==> config.mk <==
export PLATFORM = sky130hd
export DESIGN_NAME = mem_stage_flat
export DESIGN_NICKNAME = d
export VERILOG_FILES = /design/src/rtl/mem_stage_if.sv /design/src/rtl/mem_stage.sv /design/src/flat_wrapper.sv
export SDC_FILE = /design/constraint.sdc
export NUM_CORES = 1
export LEC_CHECK = 0
export CORE_AREA = 2 2 140 142
export DETAILED_ROUTE_END_ITERATION = 8
export DIE_AREA = 0 0 142 144
export GPL_TIMING_DRIVEN = 1
export PLACE_DENSITY = 0.72
export SYNTH_ARGS = -nofsm -noshare
export SYNTH_HDL_FRONTEND = slang
export SYNTH_SLANG_ARGS = --single-unit
==> constraint.sdc <==
create_clock -name clk -period 2.5 [get_ports clk]
set_input_delay 0.625 -clock clk [delete_from_list [all_inputs] [get_ports clk]]
set_output_delay 0.625 -clock clk [all_outputs]
set_load 0.01 [all_outputs]
==> src/rtl/mem_stage_if.sv <==
// Data bus between the memory stage and an SRAM-like slave.
//   master: drives data_req/wr/size/addr/wstrb/wdata, receives addr_ok/data_ok/rdata
//   slave : the reverse
// data_size encoding: 0=byte, 1=half, 2=word.
interface mem_stage_if;
  logic        data_req;
  logic        data_wr;
  logic [1:0]  data_size;
  logic [31:0] data_addr;
  logic [3:0]  data_wstrb;
  logic [31:0] data_wdata;
  logic        data_addr_ok;
  logic        data_data_ok;
  logic [31:0] data_rdata;

  modport master (
    output data_req, data_wr, data_size, data_addr, data_wstrb, data_wdata,
    input  data_addr_ok, data_data_ok, data_rdata
  );

  modport slave (
    input  data_req, data_wr, data_size, data_addr, data_wstrb, data_wdata,
    output data_addr_ok, data_data_ok, data_rdata
  );
endinterface

==> src/rtl/mem_stage.sv <==
// Memory-access pipeline stage: holds the E->M pipeline register, issues one load/store at a
// time on the data bus, captures the raw load word and takes part in the valid/allowin chain.
// Ports:
//   clk, reset            clock, synchronous active-high reset
//   respon                exception/eret response, flushes this stage
//   E_to_M_valid/M_allowin  upstream handshake
//   M_to_W_valid/W_allowin  downstream handshake
//   pcE, ALUoutE, storeDataE, MemReadE, MemWriteE, MemSizeE, ctrlE   execute-side fields
//   pcM, ALUoutM, MemDataM, ctrlM                                    registered results
//   data_bus              SRAM-like request/addr_ok/data_ok bus (master side)
module mem_stage #(
  parameter int unsigned CTRL_W = 24
) (
  input  logic              clk,
  input  logic              reset,
  input  logic              respon,
  input  logic              E_to_M_valid,
  input  logic              W_allowin,
  output logic              M_allowin,
  output logic              M_to_W_valid,
  input  logic [31:0]       pcE,
  input  logic [31:0]       ALUoutE,
  input  logic [31:0]       storeDataE,
  input  logic              MemReadE,
  input  logic              MemWriteE,
  input  logic [1:0]        MemSizeE,
  input  logic [CTRL_W-1:0] ctrlE,
  output logic [31:0]       pcM,
  output logic [31:0]       ALUoutM,
  output logic [31:0]       MemDataM,
  output logic [CTRL_W-1:0] ctrlM,
  mem_stage_if.master       data_bus
);

  typedef enum logic [1:0] {StIdle, StReq, StWait, StDone} state_e;

  state_e            state_q, state_d;
  logic              m_valid_q, m_valid_d;
  logic              drain_q, drain_d;
  logic              req_q, req_d;
  logic [31:0]       pc_q, pc_d;
  logic [31:0]       alu_q, alu_d;
  logic [31:0]       sd_q, sd_d;
  logic              rd_q, rd_d;
  logic              wr_q, wr_d;
  logic [1:0]        size_q, size_d;
  logic [CTRL_W-1:0] ctrl_q, ctrl_d;
  logic [31:0]       mem_data_q, mem_data_d;

  logic memop;
  logic ready_go;
  logic flush;
  logic capture;

  assign memop    = rd_q | wr_q;
  assign ready_go = !memop || (state_q == StDone) || ((state_q == StWait) && data_bus.data_data_ok);
  assign flush    = drain_q | respon;

  assign M_to_W_valid = m_valid_q & ready_go & !respon;
  assign M_allowin    = !drain_q & (!m_valid_q | (ready_go & W_allowin));

  assign pcM      = pc_q;
  assign ALUoutM  = alu_q;
  assign MemDataM = mem_data_q;
  assign ctrlM    = ctrl_q;

  // Pipeline register. A flush drops both the held and any incoming instruction.
  always_comb begin
    m_valid_d = m_valid_q;
    pc_d      = pc_q;
    alu_d     = alu_q;
    sd_d      = sd_q;
    rd_d      = rd_q;
    wr_d      = wr_q;
    size_d    = size_q;
    ctrl_d    = ctrl_q;
    if (M_allowin) begin
      m_valid_d = E_to_M_valid;
      pc_d      = pcE;
      alu_d     = ALUoutE;
      sd_d      = storeDataE;
      rd_d      = MemReadE;
      wr_d      = MemWriteE;
      size_d    = MemSizeE;
      ctrl_d    = ctrlE;
    end
    if (respon) begin
      m_valid_d = 1'b0;
    end
  end

  // Bus FSM. A request cannot be withdrawn, so a flush while requesting raises drain at once:
  // this blocks M_allowin and keeps the request fields stable until the transaction completes.
  always_comb begin
    state_d    = state_q;
    req_d      = req_q;
    drain_d    = drain_q;
    mem_data_d = mem_data_q;
    capture    = 1'b0;
    unique case (state_q)
      StIdle: begin
        if (m_valid_q && memop && !respon) begin
          state_d = StReq;
          req_d   = 1'b1;
        end
      end
      StReq: begin
        drain_d = flush;
        if (data_bus.data_addr_ok) begin
          req_d = 1'b0;
          if (data_bus.data_data_ok) begin
            if (flush) begin
              state_d = StIdle;
              drain_d = 1'b0;
            end else begin
              state_d = StDone;
              capture = 1'b1;
            end
          end else begin
            state_d = StWait;
          end
        end
      end
      StWait: begin
        if (data_bus.data_data_ok) begin
          if (flush) begin
            state_d = StIdle;
            drain_d = 1'b0;
          end else begin
            capture = 1'b1;
            // If W takes the result this cycle the instruction leaves; otherwise hold it.
            state_d = W_allowin ? StIdle : StDone;
          end
        end else if (respon) begin
          drain_d = 1'b1;
        end
      end
      StDone: begin
        if (respon || W_allowin) begin
          state_d = StIdle;
        end
      end
      default: state_d = StIdle;
    endcase
    if (capture && rd_q) begin
      mem_data_d = data_bus.data_rdata;
    end
  end

  always_ff @(posedge clk) begin
    if (reset) begin
      state_q    <= StIdle;
      m_valid_q  <= 1'b0;
      drain_q    <= 1'b0;
      req_q      <= 1'b0;
      pc_q       <= '0;
      alu_q      <= '0;
      sd_q       <= '0;
      rd_q       <= 1'b0;
      wr_q       <= 1'b0;
      size_q     <= '0;
      ctrl_q     <= '0;
      mem_data_q <= '0;
    end else begin
      state_q    <= state_d;
      m_valid_q  <= m_valid_d;
      drain_q    <= drain_d;
      req_q      <= req_d;
      pc_q       <= pc_d;
      alu_q      <= alu_d;
      sd_q       <= sd_d;
      rd_q       <= rd_d;
      wr_q       <= wr_d;
      size_q     <= size_d;
      ctrl_q     <= ctrl_d;
      mem_data_q <= mem_data_d;
    end
  end

  // Bus fields come straight from the held register, which cannot change while data_req=1.
  always_comb begin
    data_bus.data_req   = req_q;
    data_bus.data_wr    = wr_q;
    data_bus.data_addr  = alu_q;
    data_bus.data_size  = 2'd2;
    data_bus.data_wstrb = 4'b1111;
    data_bus.data_wdata = sd_q;
    case (size_q)
      2'd1: begin
        data_bus.data_size  = 2'd1;
        data_bus.data_wstrb = alu_q[1] ? 4'b1100 : 4'b0011;
        data_bus.data_wdata = {2{sd_q[15:0]}};
      end
      2'd2: begin
        data_bus.data_size  = 2'd0;
        data_bus.data_wstrb = 4'b0001 << alu_q[1:0];
        data_bus.data_wdata = {4{sd_q[7:0]}};
      end
      default: begin
        data_bus.data_addr = {alu_q[31:2], 2'b00};
      end
    endcase
    if (!wr_q) begin
      data_bus.data_wstrb = 4'b0000;
    end
  end

endmodule

==> src/flat_wrapper.sv <==
// flat-port wrapper written by rule: the top's interface ports become plain ports
module mem_stage_flat 
#(
  parameter int unsigned CTRL_W = 24
)
  (clk, reset, respon, E_to_M_valid, W_allowin, M_allowin, M_to_W_valid, pcE, ALUoutE, storeDataE, MemReadE, MemWriteE, MemSizeE, ctrlE, pcM, ALUoutM, MemDataM, ctrlM, data_bus_data_req, data_bus_data_wr, data_bus_data_size, data_bus_data_addr, data_bus_data_wstrb, data_bus_data_wdata, data_bus_data_addr_ok, data_bus_data_data_ok, data_bus_data_rdata);
  mem_stage_if data_bus_i ();
  input  logic clk;
  input  logic reset;
  input  logic respon;
  input  logic E_to_M_valid;
  input  logic W_allowin;
  output logic M_allowin;
  output logic M_to_W_valid;
  input  logic [31:0] pcE;
  input  logic [31:0] ALUoutE;
  input  logic [31:0] storeDataE;
  input  logic MemReadE;
  input  logic MemWriteE;
  input  logic [1:0] MemSizeE;
  input  logic [CTRL_W-1:0] ctrlE;
  output logic [31:0] pcM;
  output logic [31:0] ALUoutM;
  output logic [31:0] MemDataM;
  output logic [CTRL_W-1:0] ctrlM;
  output wire logic [$bits(data_bus_i.data_req)-1:0] data_bus_data_req;
  output wire logic [$bits(data_bus_i.data_wr)-1:0] data_bus_data_wr;
  output wire logic [$bits(data_bus_i.data_size)-1:0] data_bus_data_size;
  output wire logic [$bits(data_bus_i.data_addr)-1:0] data_bus_data_addr;
  output wire logic [$bits(data_bus_i.data_wstrb)-1:0] data_bus_data_wstrb;
  output wire logic [$bits(data_bus_i.data_wdata)-1:0] data_bus_data_wdata;
  input wire logic [$bits(data_bus_i.data_addr_ok)-1:0] data_bus_data_addr_ok;
  input wire logic [$bits(data_bus_i.data_data_ok)-1:0] data_bus_data_data_ok;
  input wire logic [$bits(data_bus_i.data_rdata)-1:0] data_bus_data_rdata;
  assign data_bus_data_req = data_bus_i.data_req;
  assign data_bus_data_wr = data_bus_i.data_wr;
  assign data_bus_data_size = data_bus_i.data_size;
  assign data_bus_data_addr = data_bus_i.data_addr;
  assign data_bus_data_wstrb = data_bus_i.data_wstrb;
  assign data_bus_data_wdata = data_bus_i.data_wdata;
  assign data_bus_i.data_addr_ok = data_bus_data_addr_ok;
  assign data_bus_i.data_data_ok = data_bus_data_data_ok;
  assign data_bus_i.data_rdata = data_bus_data_rdata;
  mem_stage #(.CTRL_W(CTRL_W)) u_core (.clk(clk), .reset(reset), .respon(respon), .E_to_M_valid(E_to_M_valid), .W_allowin(W_allowin), .M_allowin(M_allowin), .M_to_W_valid(M_to_W_valid), .pcE(pcE), .ALUoutE(ALUoutE), .storeDataE(storeDataE), .MemReadE(MemReadE), .MemWriteE(MemWriteE), .MemSizeE(MemSizeE), .ctrlE(ctrlE), .pcM(pcM), .ALUoutM(ALUoutM), .MemDataM(MemDataM), .ctrlM(ctrlM), .data_bus(data_bus_i));
endmodule
==> results.py, run 1 <==
metrics = {
    "status": {
        "run_status": "finished clean",
    },
    "cells_and_area": {
        "finalNonFillerCells": 1407,
        "synthToLayoutAreaGrowth_pct": 65.9,
        "finished_cell_area_um2": 10800,
        "diodes": 0,
        "post-route-util": 0.564,
        "layout.nets": 1327,
        "fraction_of_layout_instances_using_a_drive_strength_above_1": 0.0804,
    },
    "timing": {
        "finalHoldViolations": 0,
        "worst_slack_ns": 0.0321,
        "hold_ws_ns": 0.453,
        "relSlewSlack": 0.631,
        "worst_slew_pin_slew_ns": 0.553,
        "setup-tns-final_ns": 0,
        "final.min_clock_period_ns": 2.47,
        "maxSlewViolCount": 0,
        "setup_viol": 0,
        "fin_worst_skew_ns": 0.0114,
        "layout_worst_path_cycle_share": 0.987,
        "timing_limited_maximum_frequency_mhz": 405,
    },
    "critical_path": {
        "critPathMaxFanout": 3,
        "worst_path_largest_cell_delay_ns": 0.45,
        "crit_path_end_kind": "primary output",
        "crit_path_start_kind": "input port",
        "timing.reg2reg.worst_path_depth": 9,
        "timing.setup.critical_path_class": "in -> out",
        "critical_path.top_delay_family": "buffers and inverters",
        "timing.critical_path.arrival_ns": 1.84,
        "critical_path.reg2reg.startpoint": "u_core.state_q[0]$_SDFFE_PP0P_",
        "register_to_register_setup_slack_ns": 0.50,
        "crit_path_cell_trace": "clkdlybuf4s50_1 -> and2_4 -> o311ai_4 -> inv_4 -> buf_4",
        "critPathBufInv": 3,
        "crit_path_end": "M_allowin",
        "timing.critical_path.slowest_stage_cell": "sky130_fd_sc_hd__clkdlybuf4s50_1",
        "cp.required_ns": 1.88,
        "startpoint": "data_bus_data_data_ok",
        "critical_path.reg2reg.endpoint": "u_core.sd_q[14]$_SDFFE_PP0P_",
        "worstSetupPathDepth": 5,
    },
    "logic_synthesis": {
        "muxShareOfSynthArea": 0,
        "synthCells": 855,
        "synth_cell_types": 32,
        "warnings_from_yosys": 0,
        "synth-seq-cells": 161,
        "xor_and_xnor_area_share_after_synthesis": 0,
        "synthDominantAreaCellType": "sky130_fd_sc_hd__dfxtp_1",
        "synth_top_area_frac": 0.497,
        "syn-cell-area_um2": 6480,
        "synth-seq-area-share": 0.497,
        "synth-compound-area-share": 0.183,
        "post_synth_and_or_nand_nor_area_fraction": 0.218,
        "synthesis.area_per_instance_um2": 7.58,
        "synth_area_leaders": "sky130_fd_sc_hd__dfxtp_1 50%, sky130_fd_sc_hd__nand2_1 20%, sky130_fd_sc_hd__a21oi_1 13%, sky130_fd_sc_hd__buf_4 4.4%, sky130_fd_sc_hd__clkbuf_1 2.7%",
        "synth_adder_area_share": 0.0154,
        "largest_family_of_logic_cells_by_synthesized_area": "simple AND/OR/NAND/NOR gates",
        "synthesis.nets": 1026,
    },
    "placed_design": {
        "post_dp_cell_area_um2": 10100,
        "place.detailed.hpwl_um": 15900,
        "gp_congestion": 0.789,
        "place.detailed.instances": 1373,
        "number_of_buffers_added_on_ports": 356,
        "worst_case_setup_slack_after_placement_ns": -0.0507,
    },
    "global_route": {
        "gr-total-overflow": 0,
        "antenna_found_initial": 1,
        "grt_pass1_vias": 6289,
        "maximum_number_of_pins_on_one_net_before_global_route_repair": 125,
        "globalRouteTotalUtil": 0.210,
        "grt_first_pass_wirelength_um": 33400,
    },
    "routing": {
        "route.vias.total": 6725,
        "drtPass1Iterations": 5,
        "routedWlPerCell_um": 15.8,
        "drt_drc_violations_left": 0,
        "vias_per_cell": 4.78,
        "antenna_violating_nets_post_route": 0,
        "detail_route.wirelength_um": 22300,
        "drt_iter0_drc": 324,
    },
    "cts": {
        "cts_buffer_depth": 2,
        "worst_setup_hold_path_clk_slew_ns": 0.07,
        "ctsHoldBuffers": 0,
        "cts_inserted_buffers": 17,
        "cts_htree_levels": 4,
        "cts_root_buffer": "sky130_fd_sc_hd__clkbuf_16",
        "clock_sinks": 161,
        "insertion_delay_ns": 0.43,
        "cts_tree": "done",
    },
    "floorplanning": {
        "placementRows": 51,
        "initial_core_util": 0.340,
        "die_w_um": 142,
        "placeableCoreArea_um2": 19100,
        "fp.dieArea_um2": 20400,
        "ios": 357,
        "chipHeight_um": 144,
    },
    "power_and_ir_drop": {
        "ir_drop_mv": 0.459,
        "pd_cells_nw_per_um2": 686,
        "leakagePower_nw": 4.19,
        "p_total_mw": 7.37,
    },
    "worst_hold_path": {
        "hp-start": "u_core.MemDataM[8]$_SDFFE_PP0P_",
        "min-delay-path-class": "reg -> reg",
    },
    "job": {
        "cap_violations": 0,
    },
}
## cells in the mapped netlist
library cell and n:
sky130_fd_sc_hd__o21ai_0 19, sky130_fd_sc_hd__nor3_1 2, sky130_fd_sc_hd__ha_1 8, sky130_fd_sc_hd__or4_1 1, sky130_fd_sc_hd__a221oi_1 1, sky130_fd_sc_hd__nand2_1 339
sky130_fd_sc_hd__o311ai_0 1, sky130_fd_sc_hd__buf_4 38, sky130_fd_sc_hd__o21bai_1 1, sky130_fd_sc_hd__nor4_1 1, sky130_fd_sc_hd__o21a_1 5, sky130_fd_sc_hd__a21oi_1 165
sky130_fd_sc_hd__nand2b_1 4, sky130_fd_sc_hd__o221a_2 1, sky130_fd_sc_hd__buf_1 2, sky130_fd_sc_hd__o311ai_4 1, sky130_fd_sc_hd__nor2b_1 5, sky130_fd_sc_hd__clkbuf_1 46
sky130_fd_sc_hd__o211a_1 1, sky130_fd_sc_hd__a221o_1 1, sky130_fd_sc_hd__nor2_1 9, sky130_fd_sc_hd__inv_2 1, sky130_fd_sc_hd__a22o_1 8, sky130_fd_sc_hd__a2111oi_0 1
sky130_fd_sc_hd__buf_2 12, sky130_fd_sc_hd__nand3_1 1, sky130_fd_sc_hd__a22oi_1 8, sky130_fd_sc_hd__dfxtp_1 161, sky130_fd_sc_hd__inv_1 8, sky130_fd_sc_hd__o2111ai_1 1
sky130_fd_sc_hd__or2_2 2, sky130_fd_sc_hd__and2_1 1
## metal layers
| layer | global-route usage | wire length (um) |
|---|---|---|
| met5 | 0 | 13 |
| met4 | 0.0721 | 420 |
| met3 | 0.0752 | 1960 |
| met2 | 0.374 | 11300 |
| met1 | 0.232 | 8600 |
## cells in the final DEF, fill, tap and decap left out, types with 5 or more instances in the layout
master and count:
sky130_fd_sc_hd__a21oi_1 163, sky130_fd_sc_hd__a22o_1 8, sky130_fd_sc_hd__a22oi_1 7, sky130_fd_sc_hd__buf_12 9, sky130_fd_sc_hd__buf_2 5, sky130_fd_sc_hd__buf_4 16
sky130_fd_sc_hd__clkbuf_16 17, sky130_fd_sc_hd__clkbuf_2 6, sky130_fd_sc_hd__clkdlybuf4s15_1 10, sky130_fd_sc_hd__clkdlybuf4s15_2 7, sky130_fd_sc_hd__clkdlybuf4s50_1 322, sky130_fd_sc_hd__dfxtp_1 157
sky130_fd_sc_hd__ha_1 5, sky130_fd_sc_hd__inv_1 8, sky130_fd_sc_hd__inv_6 5, sky130_fd_sc_hd__nand2_1 339, sky130_fd_sc_hd__nor2_1 9, sky130_fd_sc_hd__nor2b_1 5
sky130_fd_sc_hd__o21a_1 5, sky130_fd_sc_hd__o21ai_0 12, sky130_fd_sc_hd__o21ai_1 6
## cell type report
type	instances	area, um2
fill	1790	8330
multi-input combinational	587	2760
timing repair buffer	380	3820
clock inverter	15	176
clock buffer	17	425
sequential	161	3230
inverter	9	36.3
tap	238	298
## state kept, by name, indices dropped and copies added (netlist names)
| name | count |
|---|---|
| u_core.data_bus.data_req | 1 |
| u_core.ALUoutM | 32 |
| u_core.pcM | 32 |
| u_core.size_q | 2 |
| u_core.drain_q | 1 |
| u_core.sd_q | 32 |
| u_core.data_bus.data_wr | 1 |
| u_core.ctrlM | 24 |
| u_core.m_valid_q | 1 |
| u_core.MemDataM | 32 |
| u_core.state_q | 2 |
| u_core.rd_q | 1 |
## worst register-to-register path, stage by stage (launching register included)
cell	delay [ns]
sky130_fd_sc_hd__dfxtp_2	0.35
sky130_fd_sc_hd__inv_1	0.10
sky130_fd_sc_hd__ha_4	0.20
sky130_fd_sc_hd__and2_4	0.15
sky130_fd_sc_hd__o311ai_4	0.34
sky130_fd_sc_hd__buf_4	0.17
sky130_fd_sc_hd__buf_4	0.14
sky130_fd_sc_hd__buf_12	0.24
sky130_fd_sc_hd__nand2_1	0.10
sky130_fd_sc_hd__a21oi_1	0.16
## report_power, final
group | switching, mW | internal [mW] | leakage (nW)
sequential | 0.151 | 2.77 | 1.33
clock | 1.16 | 1.51 | 0.298
combinational | 0.845 | 0.936 | 2.56
total | 2.16 | 5.22 | 4.19
## cells by family after synthesis
group | count (synthesis)
AND/OR/NAND/NOR | 365
AO/OA/AOI/OAI | 214
flip-flops | 161
buffers and inverters | 107
adder cells (fa/ha/maj) | 8
## how the worst min path moves through the flow
stage,end,slack [ns],cells after the start
3_3_place_gp,u_core.MemDataM[25]$_SDFFE_PP0P_,0.44,2
3_5_place_dp,u_core.pcM[17]$_SDFFE_PP0P_,0.45,2
5_1_grt,u_core.MemDataM[3]$_SDFFE_PP0P_,0.47,2
4_1_cts,u_core.pcM[30]$_SDFFE_PP0P_,0.45,2
6_report,u_core.MemDataM[8]$_SDFFE_PP0P_,0.45,2
2_1_floorplan,u_core.sd_q[16]$_SDFFE_PP0P_,0.44,2
## repair_timing
item / in CTS / in global routing
gates resized for setup: 89 / 31
pin swaps: 1 / 1
setup buffers: 0 / 1
setup endpoints to repair: 33 / 23
gates cloned: 1 / 0
Power figures use the tool's default switching activity.
==> run 2, diff against run 1 <==
- SETUP_SLACK_MARGIN: default -> 0.02
==> results.py, run 2 (same netlist as run 1, synthesis figures left out) <==
metrics = {
    "floorplanning": {
        "placeableCoreArea_um2": 19100,
        "chipHeight_um": 144,
        "die_w_um": 142,
        "ios": 357,
        "fp.dieArea_um2": 20400,
        "placementRows": 51,
        "initial_core_util": 0.340,
    },
    "routing": {
        "drt_drc_violations_left": 0,
        "routedWlPerCell_um": 15.8,
        "drt_iter0_drc": 330,
        "detail_route.wirelength_um": 22300,
        "route.vias.total": 6746,
        "drtPass1Iterations": 5,
        "vias_per_cell": 4.79,
        "antenna_violating_nets_post_route": 0,
    },
    "power_and_ir_drop": {
        "leakagePower_nw": 4.20,
        "ir_drop_mv": 0.457,
        "pd_cells_nw_per_um2": 689,
    },
    "timing": {
        "relSlewSlack": 0.629,
        "maxSlewViolCount": 0,
        "setup_viol": 0,
        "timing_limited_maximum_frequency_mhz": 413,
        "hold_ws_ns": 0.453,
        "finalHoldViolations": 0,
        "final.min_clock_period_ns": 2.42,
        "fin_worst_skew_ns": 0.0115,
        "rsz_0062_raised_after_global_routing": "yes",
        "worst_slew_pin_slew_ns": 0.557,
        "layout_worst_path_cycle_share": 0.968,
    },
    "cts": {
        "cts_root_buffer": "sky130_fd_sc_hd__clkbuf_16",
        "cts_inserted_buffers": 17,
        "worst_setup_hold_path_clk_slew_ns": 0.07,
        "cts_htree_levels": 4,
        "cts_buffer_depth": 2,
        "clock_sinks": 161,
        "cts_tree": "done",
        "insertion_delay_ns": 0.43,
    },
    "cells_and_area": {
        "finalNonFillerCells": 1408,
        "synthToLayoutAreaGrowth_pct": 65.0,
        "fillCellCount": 1805,
        "post-route-util": 0.560,
        "fraction_of_layout_instances_using_a_drive_strength_above_1": 0.0881,
        "layout.nets": 1327,
        "finished_cell_area_um2": 10700,
        "register_area_um2": 3230,
        "final_cell_mix": "339 x sky130_fd_sc_hd__nand2_1, 321 x sky130_fd_sc_hd__clkdlybuf4s50_1, 163 x sky130_fd_sc_hd__a21oi_1",
        "combined_area_of_the_multi_input_logic_cells_um2": 2770,
        "layout.cells.most_common": "sky130_fd_sc_hd__nand2_1",
    },
    "placed_design": {
        "post_dp_cell_area_um2": 10100,
        "gp_congestion": 0.789,
        "place.detailed.hpwl_um": 15900,
        "number_of_buffers_added_on_ports": 356,
        "place.detailed.instances": 1373,
    },
    "global_route": {
        "grt_pass1_vias": 6293,
        "gr-total-overflow": 0,
        "globalRouteTotalUtil": 0.210,
        "grt_first_pass_wirelength_um": 33500,
        "maximum_number_of_pins_on_one_net_before_global_route_repair": 125,
        "antenna_found_initial": 2,
    },
    "critical_path": {
        "crit_path_start_kind": "flip-flop",
        "critPathMaxFanout": 4,
        "crit_path_cell_trace": "inv_1 -> ha_2 -> buf_4 -> a21oi_2 -> nor2b_1 -> o21a_1 -> clkdlybuf4s15_1",
        "critical_path.top_delay_family": "buffers and inverters",
        "timing.critical_path.arrival_ns": 1.79,
        "timing.setup.critical_path_class": "reg -> out",
        "worst_path_largest_cell_delay_ns": 0.36,
        "crit_path_end_kind": "primary output",
        "timing.critical_path.slowest_stage_cell": "sky130_fd_sc_hd__dfxtp_2",
        "critPathBufInv": 3,
        "cp.required_ns": 1.88,
    },
    "worst_hold_path": {
        "min-delay-path-class": "reg -> reg",
    },
    "job": {
        "cap_violations": 0,
    },
    "status": {
        "run_status": "finished clean",
    },
}
## run 2: cell count changes in the layout (fill, tap and decap cells not counted), sizes merged
cell | before | now
clkdlybuf4s50 | 322 | 321
clkbuf | 23 | 30
dlymetal6s2s | 0 | 1
clkdlybuf4s15 | 17 | 5
buf | 30 | 36
dlygate4sd2 | 4 | 3
diode | 0 | 1
## run 2: repair_timing
action	4_1_cts	5_1_grt
endpoints found under the setup margin	33	24
gates cloned	1	0
buffers inserted	0	1
hold buffers	0	0
gates resized for setup	95	40
pin swaps	1	1
## run 2: tightest hold or removal path, stage by stage, from the launching register on
cell,delay (ns)
sky130_fd_sc_hd__dfxtp_1,0.31
sky130_fd_sc_hd__nand2_1,0.05
sky130_fd_sc_hd__a21oi_1,0.05
## run 2: worst paths after layout
kind | end | slack, ns | cells past startpoint | start
max reg2reg | u_core.sd_q[2]$_SDFFE_PP0P_ | 0.50 | 9 | u_core.state_q[0]$_SDFFE_PP0P_
min reg2reg | u_core.pcM[7]$_SDFFE_PP0P_ | 0.45 | 2 | u_core.pcM[7]$_SDFFE_PP0P_
max | data_bus_data_wstrb[2] | 0.08 | 7 | u_core.size_q[1]$_SDFFE_PP0P_
min | u_core.pcM[7]$_SDFFE_PP0P_ | 0.45 | 2 | u_core.pcM[7]$_SDFFE_PP0P_
## run 2: where the power goes
group / switching, mW / internal (mW) / total (mW)
registers: 0.152 / 2.77 / 2.93
clock network: 1.16 / 1.51 / 2.67
logic: 0.847 / 0.922 / 1.77
total: 2.16 / 5.20 / 7.36
## run 2: layout make-up
cell class / count / share of cell area
diodes: 1 / 0.000234
clock buffers: 17 / 0.0398
clock inverters: 15 / 0.0165
inverters: 9 / 0.00339
multi-input cells: 587 / 0.259
flip-flops and latches: 161 / 0.302
well taps: 238 / 0.0279
repair buffers: 380 / 0.351
## run 2: per-layer routing
layer  track usage  share of wire  vias to the layer above
met5             0        0.00058                        -
met3        0.0755          0.085                       33
met1         0.232           0.38                     3085
met2         0.373           0.51                      274
li1              -              -                     3352
met4        0.0747          0.020                        2
## run 2: stage by stage
step           worst slack [ns]  setup TNS (ns)  total power [mW]
3_5_place_dp            -0.0507         -0.0507              4.76
6_report                 0.0801               0              7.36
3_3_place_gp            -0.0634         -0.0634              4.73
5_1_grt                  0.0103               0              7.72
4_1_cts                  0.0146               0              7.46
2_1_floorplan             0.332               0              3.77
